## config.mk

```make
export PLATFORM = sky130hd
export DESIGN_NAME = id_exe_mem_pipe
export DESIGN_NICKNAME = d
export VERILOG_FILES = /design/src/rtl/id_exe_mem_pipe_pkg.sv /design/src/rtl/id_exe_mem_pipe_alu.sv /design/src/rtl/id_exe_mem_pipe_dmem.sv /design/src/rtl/id_exe_mem_pipe.sv
export SDC_FILE = /design/constraint.sdc
export NUM_CORES = 1
export LEC_CHECK = 0
export CAP_MARGIN = 15
export CORE_ASPECT_RATIO = 1.2
export CORE_MARGIN = 10
export CORE_UTILIZATION = 55
export DETAILED_ROUTE_END_ITERATION = 10
export GPL_TIMING_DRIVEN = 0
export PLACE_DENSITY = 0.86
export SETUP_SLACK_MARGIN = 0.5
export SYNTH_ARGS = -nofsm -noshare
export SYNTH_HDL_FRONTEND = slang
export SYNTH_HIERARCHICAL = 1
export SYNTH_SLANG_ARGS = --single-unit
```

## constraint.sdc

```tcl
create_clock -name clkwire -period 6.5 [get_ports clkwire]
set_clock_uncertainty 0.2 [all_clocks]
set_input_delay 1.95 -clock clkwire [delete_from_list [all_inputs] [get_ports clkwire]]
set_output_delay 1.95 -clock clkwire [all_outputs]
set_load 0.02 [all_outputs]
```

## src/rtl/id_exe_mem_pipe_pkg.sv

```systemverilog
// id_exe_mem_pipe_pkg
//   Shared definitions for the ID/EX/MEM pipeline slice:
//   word widths, instruction field positions, opcode constants
//   and the stage-register structs.
package id_exe_mem_pipe_pkg;

  localparam int DATA_W    = 16;
  localparam int MEM_DEPTH = 16;
  localparam int INSTR_W   = 20;
  localparam int NPC_W     = 8;
  localparam int LINE_W    = 4;
  localparam int IMM_W     = 8;

  // Instruction field LSB positions (fields overlap; meaning depends on opcode)
  localparam int OPC_LSB  = 16;
  localparam int RD_LSB   = 12;
  localparam int RS1_LSB  = 8;
  localparam int RS2_LSB  = 4;
  localparam int IMM_LSB  = 0;
  localparam int LINE_LSB = 0;

  localparam logic [3:0] OP_NOP  = 4'h0;
  localparam logic [3:0] OP_ADD  = 4'h1;
  localparam logic [3:0] OP_SUB  = 4'h2;
  localparam logic [3:0] OP_ADDI = 4'h3;
  localparam logic [3:0] OP_AND  = 4'h4;
  localparam logic [3:0] OP_OR   = 4'h5;
  localparam logic [3:0] OP_XOR  = 4'h6;
  localparam logic [3:0] OP_NOT  = 4'h7;
  localparam logic [3:0] OP_SHL  = 4'h8;
  localparam logic [3:0] OP_SHR  = 4'h9;
  localparam logic [3:0] OP_LD   = 4'hA;
  localparam logic [3:0] OP_ST   = 4'hB;

  // ID/EX register contents
  typedef struct packed {
    logic [3:0]        opcode;
    logic [3:0]        rd;
    logic [DATA_W-1:0] op1;
    logic [DATA_W-1:0] op2;
    logic [IMM_W-1:0]  imm;
    logic [LINE_W-1:0] line;
    logic [NPC_W-1:0]  npc;
  } stage_t;

  // EX/MEM register contents; op2 is carried as store data
  typedef struct packed {
    logic [3:0]        opcode;
    logic [3:0]        rd;
    logic [LINE_W-1:0] line;
    logic [DATA_W-1:0] op2;
    logic [DATA_W-1:0] result;
    logic [NPC_W-1:0]  npc;
  } ex_stage_t;

  // Opcodes that write back an ALU result
  function automatic logic is_alu_op(input logic [3:0] op);
    return (op >= OP_ADD) && (op <= OP_SHR);
  endfunction

endpackage

```

## src/rtl/id_exe_mem_pipe_alu.sv

```systemverilog
// pipe_alu
//   Combinational ALU for the EX stage.
//   opcode_i : 4-bit opcode
//   op1_i    : R[rs1]
//   op2_i    : R[rs2]
//   imm_i    : 8-bit immediate (ADDI operand, shift amount in [3:0])
//   result_o : result, 0 for LD/ST/NOP and undefined opcodes
module pipe_alu
  import id_exe_mem_pipe_pkg::*;
(
  input  logic [3:0]        opcode_i,
  input  logic [DATA_W-1:0] op1_i,
  input  logic [DATA_W-1:0] op2_i,
  input  logic [IMM_W-1:0]  imm_i,
  output logic [DATA_W-1:0] result_o
);

  always_comb begin
    result_o = '0;
    case (opcode_i)
      OP_ADD:  result_o = op1_i + op2_i;
      OP_SUB:  result_o = op1_i - op2_i;
      OP_ADDI: result_o = op1_i + {{(DATA_W-IMM_W){1'b0}}, imm_i};
      OP_AND:  result_o = op1_i & op2_i;
      OP_OR:   result_o = op1_i | op2_i;
      OP_XOR:  result_o = op1_i ^ op2_i;
      OP_NOT:  result_o = ~op1_i;
      OP_SHL:  result_o = op1_i << imm_i[3:0];
      OP_SHR:  result_o = op1_i >> imm_i[3:0];
      default: result_o = '0;
    endcase
  end

endmodule

```

## src/rtl/id_exe_mem_pipe_dmem.sv

```systemverilog
// pipe_dmem
//   Data memory: synchronous write, synchronous clear, combinational read.
//   clk_i, rst_i : clock, synchronous active-high clear of every word
//   we_i, waddr_i, wdata_i : write port
//   raddr_i, rdata_o       : asynchronous read port (pre-edge contents)
module pipe_dmem #(
  parameter int DATA_W    = 16,
  parameter int MEM_DEPTH = 16,
  parameter int ADDR_W    = $clog2(MEM_DEPTH)
) (
  input  logic              clk_i,
  input  logic              rst_i,
  input  logic              we_i,
  input  logic [ADDR_W-1:0] waddr_i,
  input  logic [DATA_W-1:0] wdata_i,
  input  logic [ADDR_W-1:0] raddr_i,
  output logic [DATA_W-1:0] rdata_o
);

  logic [DATA_W-1:0] mem_q [MEM_DEPTH];

  always_ff @(posedge clk_i) begin
    if (rst_i) begin
      for (int i = 0; i < MEM_DEPTH; i++) begin
        mem_q[i] <= '0;
      end
    end else if (we_i) begin
      mem_q[waddr_i] <= wdata_i;
    end
  end

  assign rdata_o = mem_q[raddr_i];

endmodule

```

## src/rtl/id_exe_mem_pipe.sv

```systemverilog
// id_exe_mem_pipe
//   ID -> EX -> MEM slice of the core. Operands are read from the external
//   register file values at the ID edge; write-back request leaves MEM.
//   clkwire, reset          : clock, synchronous active-high reset
//   regwire1..regwire8      : R0..R7
//   current_instruction     : instruction entering ID
//   npc_in                  : next-PC travelling with the instruction
//   ex_alu_output, ex_npc   : EX-stage observation
//   mem_npc                 : MEM-stage NPC
//   wb_valid/wb_reg/wb_data : write-back request
module id_exe_mem_pipe
  import id_exe_mem_pipe_pkg::*;
(
  input  logic               clkwire,
  input  logic               reset,
  input  logic [DATA_W-1:0]  regwire1,
  input  logic [DATA_W-1:0]  regwire2,
  input  logic [DATA_W-1:0]  regwire3,
  input  logic [DATA_W-1:0]  regwire4,
  input  logic [DATA_W-1:0]  regwire5,
  input  logic [DATA_W-1:0]  regwire6,
  input  logic [DATA_W-1:0]  regwire7,
  input  logic [DATA_W-1:0]  regwire8,
  input  logic [INSTR_W-1:0] current_instruction,
  input  logic [NPC_W-1:0]   npc_in,
  output logic [DATA_W-1:0]  ex_alu_output,
  output logic [NPC_W-1:0]   ex_npc,
  output logic [NPC_W-1:0]   mem_npc,
  output logic               wb_valid,
  output logic [3:0]         wb_reg,
  output logic [DATA_W-1:0]  wb_data
);

  logic [DATA_W-1:0] regs [8];
  logic [2:0]        rs1_sel;
  logic [2:0]        rs2_sel;
  logic              unused_rs1_msb;

  stage_t            id_d, id_q;
  ex_stage_t         ex_d, ex_q;
  logic              wb_valid_d, wb_valid_q;
  logic [3:0]        wb_reg_d, wb_reg_q;
  logic [DATA_W-1:0] wb_data_d, wb_data_q;
  logic [NPC_W-1:0]  mem_npc_q;

  logic [DATA_W-1:0] alu_result;
  logic              mem_we;
  logic [DATA_W-1:0] mem_rdata;

  assign regs[0] = regwire1;
  assign regs[1] = regwire2;
  assign regs[2] = regwire3;
  assign regs[3] = regwire4;
  assign regs[4] = regwire5;
  assign regs[5] = regwire6;
  assign regs[6] = regwire7;
  assign regs[7] = regwire8;

  // Only eight registers exist, so index bit 3 is dropped. rs2[3] doubles
  // as imm8[7] and stays live; rs1[3] has no other use.
  assign rs1_sel        = current_instruction[RS1_LSB +: 3];
  assign rs2_sel        = current_instruction[RS2_LSB +: 3];
  assign unused_rs1_msb = current_instruction[RS1_LSB + 3];

  // ID
  always_comb begin
    id_d        = '0;
    id_d.opcode = current_instruction[OPC_LSB +: 4];
    id_d.rd     = current_instruction[RD_LSB +: 4];
    id_d.op1    = regs[rs1_sel];
    id_d.op2    = regs[rs2_sel];
    id_d.imm    = current_instruction[IMM_LSB +: IMM_W];
    id_d.line   = current_instruction[LINE_LSB +: LINE_W];
    id_d.npc    = npc_in;
  end

  // EX
  pipe_alu u_alu (
    .opcode_i (id_q.opcode),
    .op1_i    (id_q.op1),
    .op2_i    (id_q.op2),
    .imm_i    (id_q.imm),
    .result_o (alu_result)
  );

  always_comb begin
    ex_d        = '0;
    ex_d.opcode = id_q.opcode;
    ex_d.rd     = id_q.rd;
    ex_d.line   = id_q.line;
    ex_d.op2    = id_q.op2;
    ex_d.result = alu_result;
    ex_d.npc    = id_q.npc;
  end

  // MEM
  assign mem_we = (ex_q.opcode == OP_ST);

  pipe_dmem #(
    .DATA_W    (DATA_W),
    .MEM_DEPTH (MEM_DEPTH),
    .ADDR_W    (LINE_W)
  ) u_dmem (
    .clk_i   (clkwire),
    .rst_i   (reset),
    .we_i    (mem_we),
    .waddr_i (ex_q.line),
    .wdata_i (ex_q.op2),
    .raddr_i (ex_q.line),
    .rdata_o (mem_rdata)
  );

  // The read is combinational, so an LD one slot behind an ST to the same
  // line already sees the value committed at the previous edge.
  always_comb begin
    wb_valid_d = 1'b0;
    wb_reg_d   = '0;
    wb_data_d  = '0;
    if (is_alu_op(ex_q.opcode)) begin
      wb_valid_d = 1'b1;
      wb_reg_d   = ex_q.rd;
      wb_data_d  = ex_q.result;
    end else if (ex_q.opcode == OP_LD) begin
      wb_valid_d = 1'b1;
      wb_reg_d   = ex_q.rd;
      wb_data_d  = mem_rdata;
    end
  end

  always_ff @(posedge clkwire) begin
    if (reset) begin
      id_q       <= '0;
      ex_q       <= '0;
      wb_valid_q <= 1'b0;
      wb_reg_q   <= '0;
      wb_data_q  <= '0;
      mem_npc_q  <= '0;
    end else begin
      id_q       <= id_d;
      ex_q       <= ex_d;
      wb_valid_q <= wb_valid_d;
      wb_reg_q   <= wb_reg_d;
      wb_data_q  <= wb_data_d;
      mem_npc_q  <= ex_q.npc;
    end
  end

  assign ex_alu_output = ex_q.result;
  assign ex_npc        = ex_q.npc;
  assign mem_npc       = mem_npc_q;
  assign wb_valid      = wb_valid_q;
  assign wb_reg        = wb_reg_q;
  assign wb_data       = wb_data_q;

endmodule

```

==> Yosys cells after proc, flatten, opt, wreduce, memory -nomap -nowiden <==
Memories as Yosys holds them, arrays and structs flattened. A register that Yosys moved wholly into a read port is not among the register bits.
Index checks and enable logic that the tools add are counted.
{ "totals": {"regBits": 141, "ramBits": 256, "in_bits": 158, "out_inout_bits": 53, "n_memories": 1} }
{ "mem_list": {"columns": ["memory", "depth", "word_bits", "read_ports", "rd_clocked_by_memory_dff", "write_ports", "line_no", "rtl"], "rows": [
  ["u_dmem.mem_q", 16, 16, 1, 1, 16, "id_exe_mem_pipe_dmem.sv:20", "logic [DATA_W-1:0] mem_q [MEM_DEPTH];"]
]} }
{ "op_classes": {"addsub": 3, "order_cmp": 4, "eq_ne": 11, "shift": 2, "mux": 22, "bitwise": 6, "reduce_logical": 2} }
{ "ops": {"columns": ["op", "n"], "rows": [
  ["$pmux 16 s9", 1],
  ["$mux 16", 7],
  ["$bmux 16 s3", 2],
  ["$add 16x16->16", 1],
  ["$add 16x8->16", 1],
  ["$and 16x16->16", 1],
  ["$eq 4x3->1 const B", 4],
  ["$eq 4x4->1 const B", 4],
  ["$mux 4", 4],
  ["$not 16->16", 1],
  ["$or 16x16->16", 1],
  ["$reduce_or 16->1", 1],
  ["$shl 16x4->16", 1],
  ["$shr 16x4->16", 1],
  ["$sub 16x16->16", 1],
  ["$xor 16x16->16", 1],
  ["$eq 4x2->1 const B", 2],
  ["$ge 4x4->1 const B", 2],
  ["$mux 1", 8],
  ["$not 3->4", 2],
  ["$eq 4x1->1 const B", 1],
  ["$ge 4x1->1 const B", 1],
  ["$le 4x4->1 const B", 1],
  ["$logic_and 1x1->1", 1]
]} }

==> Longest topological paths before layout <==
Gate-level depths: netlist (run 1).
{ "logic_depth": {"word_depth": 6, "depth_mapped": 15, "depth_no_buf": 15} }

==> Modules after synthesis <==
The synthesis (run 1) kept the hierarchy.
{ "by_module_without_submodules": {"columns": ["mod", "instances", "cells_each", "area_per_inst_um2"], "rows": [
  ["pipe_dmem", 1, 722, 11562.3],
  ["id_exe_mem_pipe", 1, 438, 5941.9],
  ["pipe_alu", 1, 524, 3801.1]
]} }

==> Worst setup path after synthesis (run 1) <==
OpenSTA, ideal clock, no wires.
{ "synth_path": {"kind": "input-to-reg", "from": "input reset", "to": "memory u_dmem.mem_q[12][0] (enable)", "setup_time_ps": 334, "arrival_ps": 3052, "required_time_ps": 5966, "slack_ps": 2914, "stages": 4, "path_buffers": 1, "cell_sequence": "clkbuf_1 -> nand4b_1 -> nor3_1 -> or2_2"} }
{ "synth_rtl": {"columns": ["item", "line_no", "rtl"], "rows": [
  ["start: declaration", "id_exe_mem_pipe.sv:15", "input logic reset,"],
  ["end: declaration", "id_exe_mem_pipe_dmem.sv:20", null]
]} }

==> results of run 1 <==
## layer usage
metal  vias up  share of wire
li1       6739              -
met1      7431           0.33
met2       855           0.54
met3       226          0.072
met4         4          0.063
met5         -        0.00033
## power by group through the flow
stage | combinational, W | sequential, W | clock (W)
5_1_grt | 0.000992 | 0.00285 | 0.00241
2_1_floorplan | 0.000577 | 0.00285 | 0
3_3_place_gp | 0.000906 | 0.00289 | 0
6_report | 0.000939 | 0.00285 | 0.00229
4_1_cts | 0.000925 | 0.00284 | 0.00233
3_5_place_dp | 0.000919 | 0.00290 | 0
## cell usage after synthesis, types with 15 or more instances
library cell | number | area, um2
nand2_1 | 51 | 191
a22oi_1 | 38 | 285
mux2i_1 | 77 | 771
mux4_1 | 37 | 972
buf_2 | 27 | 135
nor2_1 | 94 | 353
and2_1 | 248 | 1550
dfxtp_1 | 137 | 2740
mux4_2 | 102 | 2300
o22ai_1 | 15 | 93.8
ha_1 | 50 | 626
o21ai_0 | 20 | 100
a32o_1 | 16 | 160
a21oi_1 | 37 | 185
clkbuf_1 | 73 | 274
and2_2 | 17 | 128
inv_1 | 46 | 173
edfxtp_1 | 256 | 7690
nor2b_1 | 92 | 576
nor3_1 | 18 | 90.1
buf_4 | 28 | 210
or2_2 | 16 | 100
## area by class of cell
class,count,area [um2]
Fill cell,2733,12800
Buffer,149,828
Clock buffer,50,1090
Multi-Input combinational cell,1095,9870
Sequential cell,393,10400
Timing Repair Buffer,205,2050
Inverter,47,176
Clock inverter,20,233
Tap cell,480,601
## stage by stage
stage               area [um2]  setup slack (ns)
global placement         23900              1.65
detailed placement       24000              1.53
CTS                      25300              2.09
global route             25300              1.92
finish                   25300              2.04
floorplan                21300              2.91
## final timing paths
check / startpoint / end / slack (ns) / cells after the start
worst max-delay path: reset / u_dmem/mem_q[12][8]$_SDFFCE_PN0P_ / 2.04 / 5
worst min-delay path: ex_q[46]$_SDFF_PP0_ / wb_reg[2]$_SDFF_PP0_ / 0.23 / 1
worst max register to register: ex_d[48]$_SDFF_PP0_ / ex_alu_output[15]$_SDFF_PP0_ / 2.15 / 13
worst min register to register: ex_q[46]$_SDFF_PP0_ / wb_reg[2]$_SDFF_PP0_ / 0.23 / 1
## kinds of logic after synthesis
group / count (synthesis)
DFF: 393
and+or+nand+nor: 591
adders and majority gates: 51
buffers and inverters: 196
xor gates and xnor gates: 12
muxes: 225
AOI/OAI and AO/OA: 216
==> flow_summary.toml, run 1 <==
[timing]
timing.final.crit_share = 0.686
rsz0062_at_grt = "false"
setup_violations = 0
hold_slack_ns = 0.235
hold_viol_final = 0
max_freq_mhz = 224
tns_ns = 0
slew_violations = 0
tightest_slew_ns = 1.04
post-route-min-period_ns = 4.46
relSlewSlack = 0.300

[global_route]
grt_pass1_vias = 16100
antenna_found_initial = 2
use_met3 = 0.0576
grt_pass1_wl_mm = 96.1
overflow = 0
globalRouteMet2Util = 0.506
grt_start_max_net_pins = 17
track_usage = 0.271
busiest_layer = "met2"
grt_use_met1 = 0.268

[clock_network]
hold_buffers = 0
clkLatencyLatePin_ns = 0.54
cts_resized = 0
cts_setup_buffers = 0
cts_sinks = 393
path_clk_slew_ns = 0.06
clock_tree.root_cell = "clkbuf_16"
cts_made_buffers = 38
cts_max_level = 2
cts_tree = "done"
cts_buffer_depth = 3

[pwr]
leakage_nw = 9.64
design_power_total_w = 0.00608
power_frac_seq = 0.468
power.switching_w = 0.00155
vdd_drop_max_mv = 0.190
switching_share = 0.255
power_frac_comb = 0.155
p_int_w = 0.00453
powerDensity_nw_per_um2 = 241
pwr-share-clk = 0.377

[floorplanning]
rows = 78
initial_core_util = 0.560
dieArea_um2 = 47000
die_w_um = 200
die_h_um = 236
ioPinCount = 211
core_um2 = 38100

[layout]
final_nets = 2138
final_cells = 2439
final_util = 0.664
largest_reg_flops = 256
layout_commonest_cell = "edfxtp_1"
area_growth_syn_to_layout_pct = 18.6
regMostFlops = "u_dmem/mem_q"
diodes = 0
final_cell_mix = "edfxtp_1, and2_1, clkdlybuf4s50_1"
drive_above_1_share = 0.153

[yosys]
async_flop_share = 0
synth_compound_area_frac = 0.0710
ys_types = 86
synth_simple_gate_area_share = 0.162
synth_ff_type = "edfxtp_1"
synth_top_family_by_area = "multiplexers"
ys_seq_area_frac = 0.490
synthAdderAreaFrac = 0.0303
synth_fp_nets = 1893
synth.area.mux_share = 0.195
synth_edf_count = 256
syn_area_um2 = 21300
synth_warnings = 6
synth_seq_cells = 393
avgSynthCellArea_um2 = 12.7
synth_xor_area_frac = 0.00493
netlist_instances = 1684

[outcome]
outcome = "finished, final reports clean"

[routing]
antenna_left = 0
drc = 0
wl_per_cell_um = 26.5
firstDrtPassIters = 6
route.vias.total = 15300
vias_per_cell = 6.25
finalWirelength_mm = 64.6
drt_iter0_drc = 1274

[placed_design]
io_buffers = 204
dpl.hpwl_mm = 51.2
gp_congestion = 1.03
placed_cells = 2369

[critical_path]
critPathLaunchType = "input pin"
crit_chain = "clkdlybuf4s50_1 -> clkbuf_1 -> nand4b_1 -> nor3_1 -> or2_2"
crit_buf_inv = 2
cp-end-kind = "flip-flop"
crit_type = "in2reg"
cp_max_fo = 16
cpLargestDelayFamily = "simple AND/OR/NAND/NOR gates"
crit_arrival_ns = 4.45
max_stage_delay_ns = 0.72
crit_required_ns = 6.49
critPathSlowestCell = "nor3_1"

[worst_hold_path]
min_path_type = "reg2reg"

[job]
cap_violations = 0
(Power assumes the default switching activity.)
==> inputs of run 2 (changes only) <==
==> constraint.sdc (replaced) <==
create_clock -name clkwire -period 4.2 [get_ports clkwire]
set_clock_uncertainty 0.2 [all_clocks]
set_input_delay 1.26 -clock clkwire [delete_from_list [all_inputs] [get_ports clkwire]]
set_output_delay 1.26 -clock clkwire [all_outputs]
set_load 0.02 [all_outputs]
==> run 2 against run 1 <==
  * Global-route usage grew 0.085 points
  * Sequential cell count is the same
  * Cell count grew 0.49%
  * Wire length grew 0.45%
  * Critical path depth grew 8
==> flow_summary.toml, run 2 (synthesis gave the netlist of run 1 again) <==
[critical_path]
critPathLaunchType = "flip-flop"
critPathSlowestCell = "dfxtp_1"
crit_type = "reg2reg"
ff2ff_path_depth = 13
rr_endpoint = "ex_alu_output[9]$_SDFF_PP0_"
crit_arrival_ns = 3.91
cp.depth = 13
startpoint = "id_q[13]$_SDFF_PP0_"
cp_max_fo = 10
cpLargestDelayFamily = "compound AO/OA/AOI/OAI gates"
crit_end = "ex_alu_output[9]$_SDFF_PP0_"
crit_buf_inv = 4
crit_required_ns = 4.41
critPathMostFrequentCell = "buf_4"
rr_startpoint = "id_q[13]$_SDFF_PP0_"
max_stage_delay_ns = 0.45
cp-end-kind = "flip-flop"
regToRegSetupSlack_ns = 0.50
crit_chain = "clkbuf_2 -> buf_4 -> clkbuf_4 -> mux2i_1 -> a21oi_1 -> ha_1 -> a211oi_2 -> o211ai_1 -> buf_4 -> a31oi_1 -> xnor2_1 -> a211o_1 -> nor2b_1"

[timing]
relSlewSlack = 0.341
post-route-min-period_ns = 3.70
max_freq_mhz = 270
hold_viol_final = 0
hold_slack_ns = 0.235
slew_violations = 0
timing.final.crit_share = 0.881
rsz0062_at_grt = "true"
tightest_slew_ns = 0.981
setup_violations = 0

[outcome]
outcome = "finished, final reports clean"

[routing]
finalWirelength_mm = 64.9
antenna_left = 0
route.vias.total = 15300
wl_per_cell_um = 26.5
vias_per_cell = 6.23
drc = 0
drt_iter0_drc = 1319
firstDrtPassIters = 6

[clock_network]
cts_sinks = 393
path_clk_slew_ns = 0.06
clkLatencyLatePin_ns = 0.54
cts_tree = "done"
cts_max_level = 2
clock_tree.root_cell = "clkbuf_16"
cts_buffer_depth = 3
hold_buffers = 0
cts_made_buffers = 38

[global_route]
antenna_found_initial = 2
grt_start_max_net_pins = 17
grt_pass1_wl_mm = 96.4
grt_pass1_vias = 16200
track_usage = 0.272
overflow = 0

[layout]
diodes = 0
final_nets = 2150
final_cell_mix = "edfxtp_1, and2_1, clkdlybuf4s50_1"
largest_reg_flops = 256
layout_commonest_cell = "edfxtp_1"
drive_above_1_share = 0.189
fillers = 2684
area_growth_syn_to_layout_pct = 20.6
regMostFlops = "u_dmem/mem_q"

[floorplanning]
initial_core_util = 0.560
ioPinCount = 211
die_w_um = 200
core_um2 = 38100
die_h_um = 236
dieArea_um2 = 47000
rows = 78

[worst_hold_path]
min_path_type = "reg2reg"

[pwr]
design_power_total_w = 0.00949
leakage_nw = 9.79
vdd_drop_max_mv = 0.294
powerDensity_nw_per_um2 = 369

[placed_design]
io_buffers = 204
dpl.hpwl_mm = 51.2
gp_congestion = 1.03

[job]
cap_violations = 0
run 2: changes by cell type in the layout (fill, tap and decap cells not counted), moves of 7 or more:
cell / before / now
clkbuf_1: 78 / 67
a21oi_2: 0 / 8
buf_4: 28 / 43
a21oi_1: 37 / 28
ha_1: 50 / 43
dfxtp_1: 137 / 129
dfxtp_2: 0 / 7
run 2: repair_timing:
item | in CTS | in global routing
resized for setup | 40 | 49
pin swaps | 4 | 23
setup endpoints to repair | 29 | 25
buffers inserted | 5 | 7
run 2: power breakdown:
group	switching [W]	internal, W
clock network	0.00145	0.00209
registers	0.000165	0.00425
logic	0.000814	0.000725
run 2: how the worst min path moves through the flow:
stage / start / endpoint / slack (ns) / cells past startpoint
floorplan: ex_q[44]$_SDFF_PP0_ / wb_reg[0]$_SDFF_PP0_ / 0.21 / 1
finish: ex_q[46]$_SDFF_PP0_ / wb_reg[2]$_SDFF_PP0_ / 0.23 / 1
global route: ex_q[46]$_SDFF_PP0_ / wb_reg[2]$_SDFF_PP0_ / 0.25 / 1
CTS: ex_q[46]$_SDFF_PP0_ / wb_reg[2]$_SDFF_PP0_ / 0.24 / 1
detailed placement: ex_q[46]$_SDFF_PP0_ / wb_reg[2]$_SDFF_PP0_ / 0.22 / 1
global placement: ex_q[47]$_SDFF_PP0_ / wb_reg[3]$_SDFF_PP0_ / 0.21 / 1
run 2: per-layer routing:
layer | track usage | share of wire | vias to the layer above
met2 | 0.508 | 0.54 | 835
met4 | 0.149 | 0.060 | 4
li1 | - | - | 6766
met1 | 0.270 | 0.33 | 7437
met5 | 0 | 0.00032 | -
met3 | 0.0583 | 0.073 | 220
run 2: final cells by class:
type	instances	area, um2	share of cell area
Clock buffer	50	1090	0.0424
Timing Repair Buffer	217	2140	0.0832
Buffer	149	871	0.0339
Multi-Input combinational cell	1095	10100	0.395
Inverter	47	176	0.00687
Tap cell	480	601	0.0234
Clock inverter	20	233	0.00906
Sequential cell	393	10400	0.406
run 2: worst register-to-register path, stage by stage (launching register included):
cell and delay, ns:
dfxtp_1 0.45, clkbuf_2 0.26, buf_4 0.24, clkbuf_4 0.27, mux2i_1 0.10, a21oi_1 0.24
ha_1 0.30, a211oi_2 0.35, o211ai_1 0.23, buf_4 0.20, a31oi_1 0.19, xnor2_1 0.12
a211o_1 0.32, nor2b_1 0.13
run 2: metrics by stage:
stage / area (um2) / setup slack (ns) / std cells / util / setup TNS (ns)
floorplan: 21300 / 0.901 / 1684 / - / 0
finish: 25700 / 0.499 / 2451 / 0.675 / 0
global route: 25700 / 0.424 / 2451 / 0.675 / 0
global placement: 23900 / -0.0578 / 2368 / 0.629 / -0.101
CTS: 25400 / 0.496 / 2444 / 0.668 / 0
detailed placement: 24000 / -0.0762 / 2369 / 0.629 / -1.22
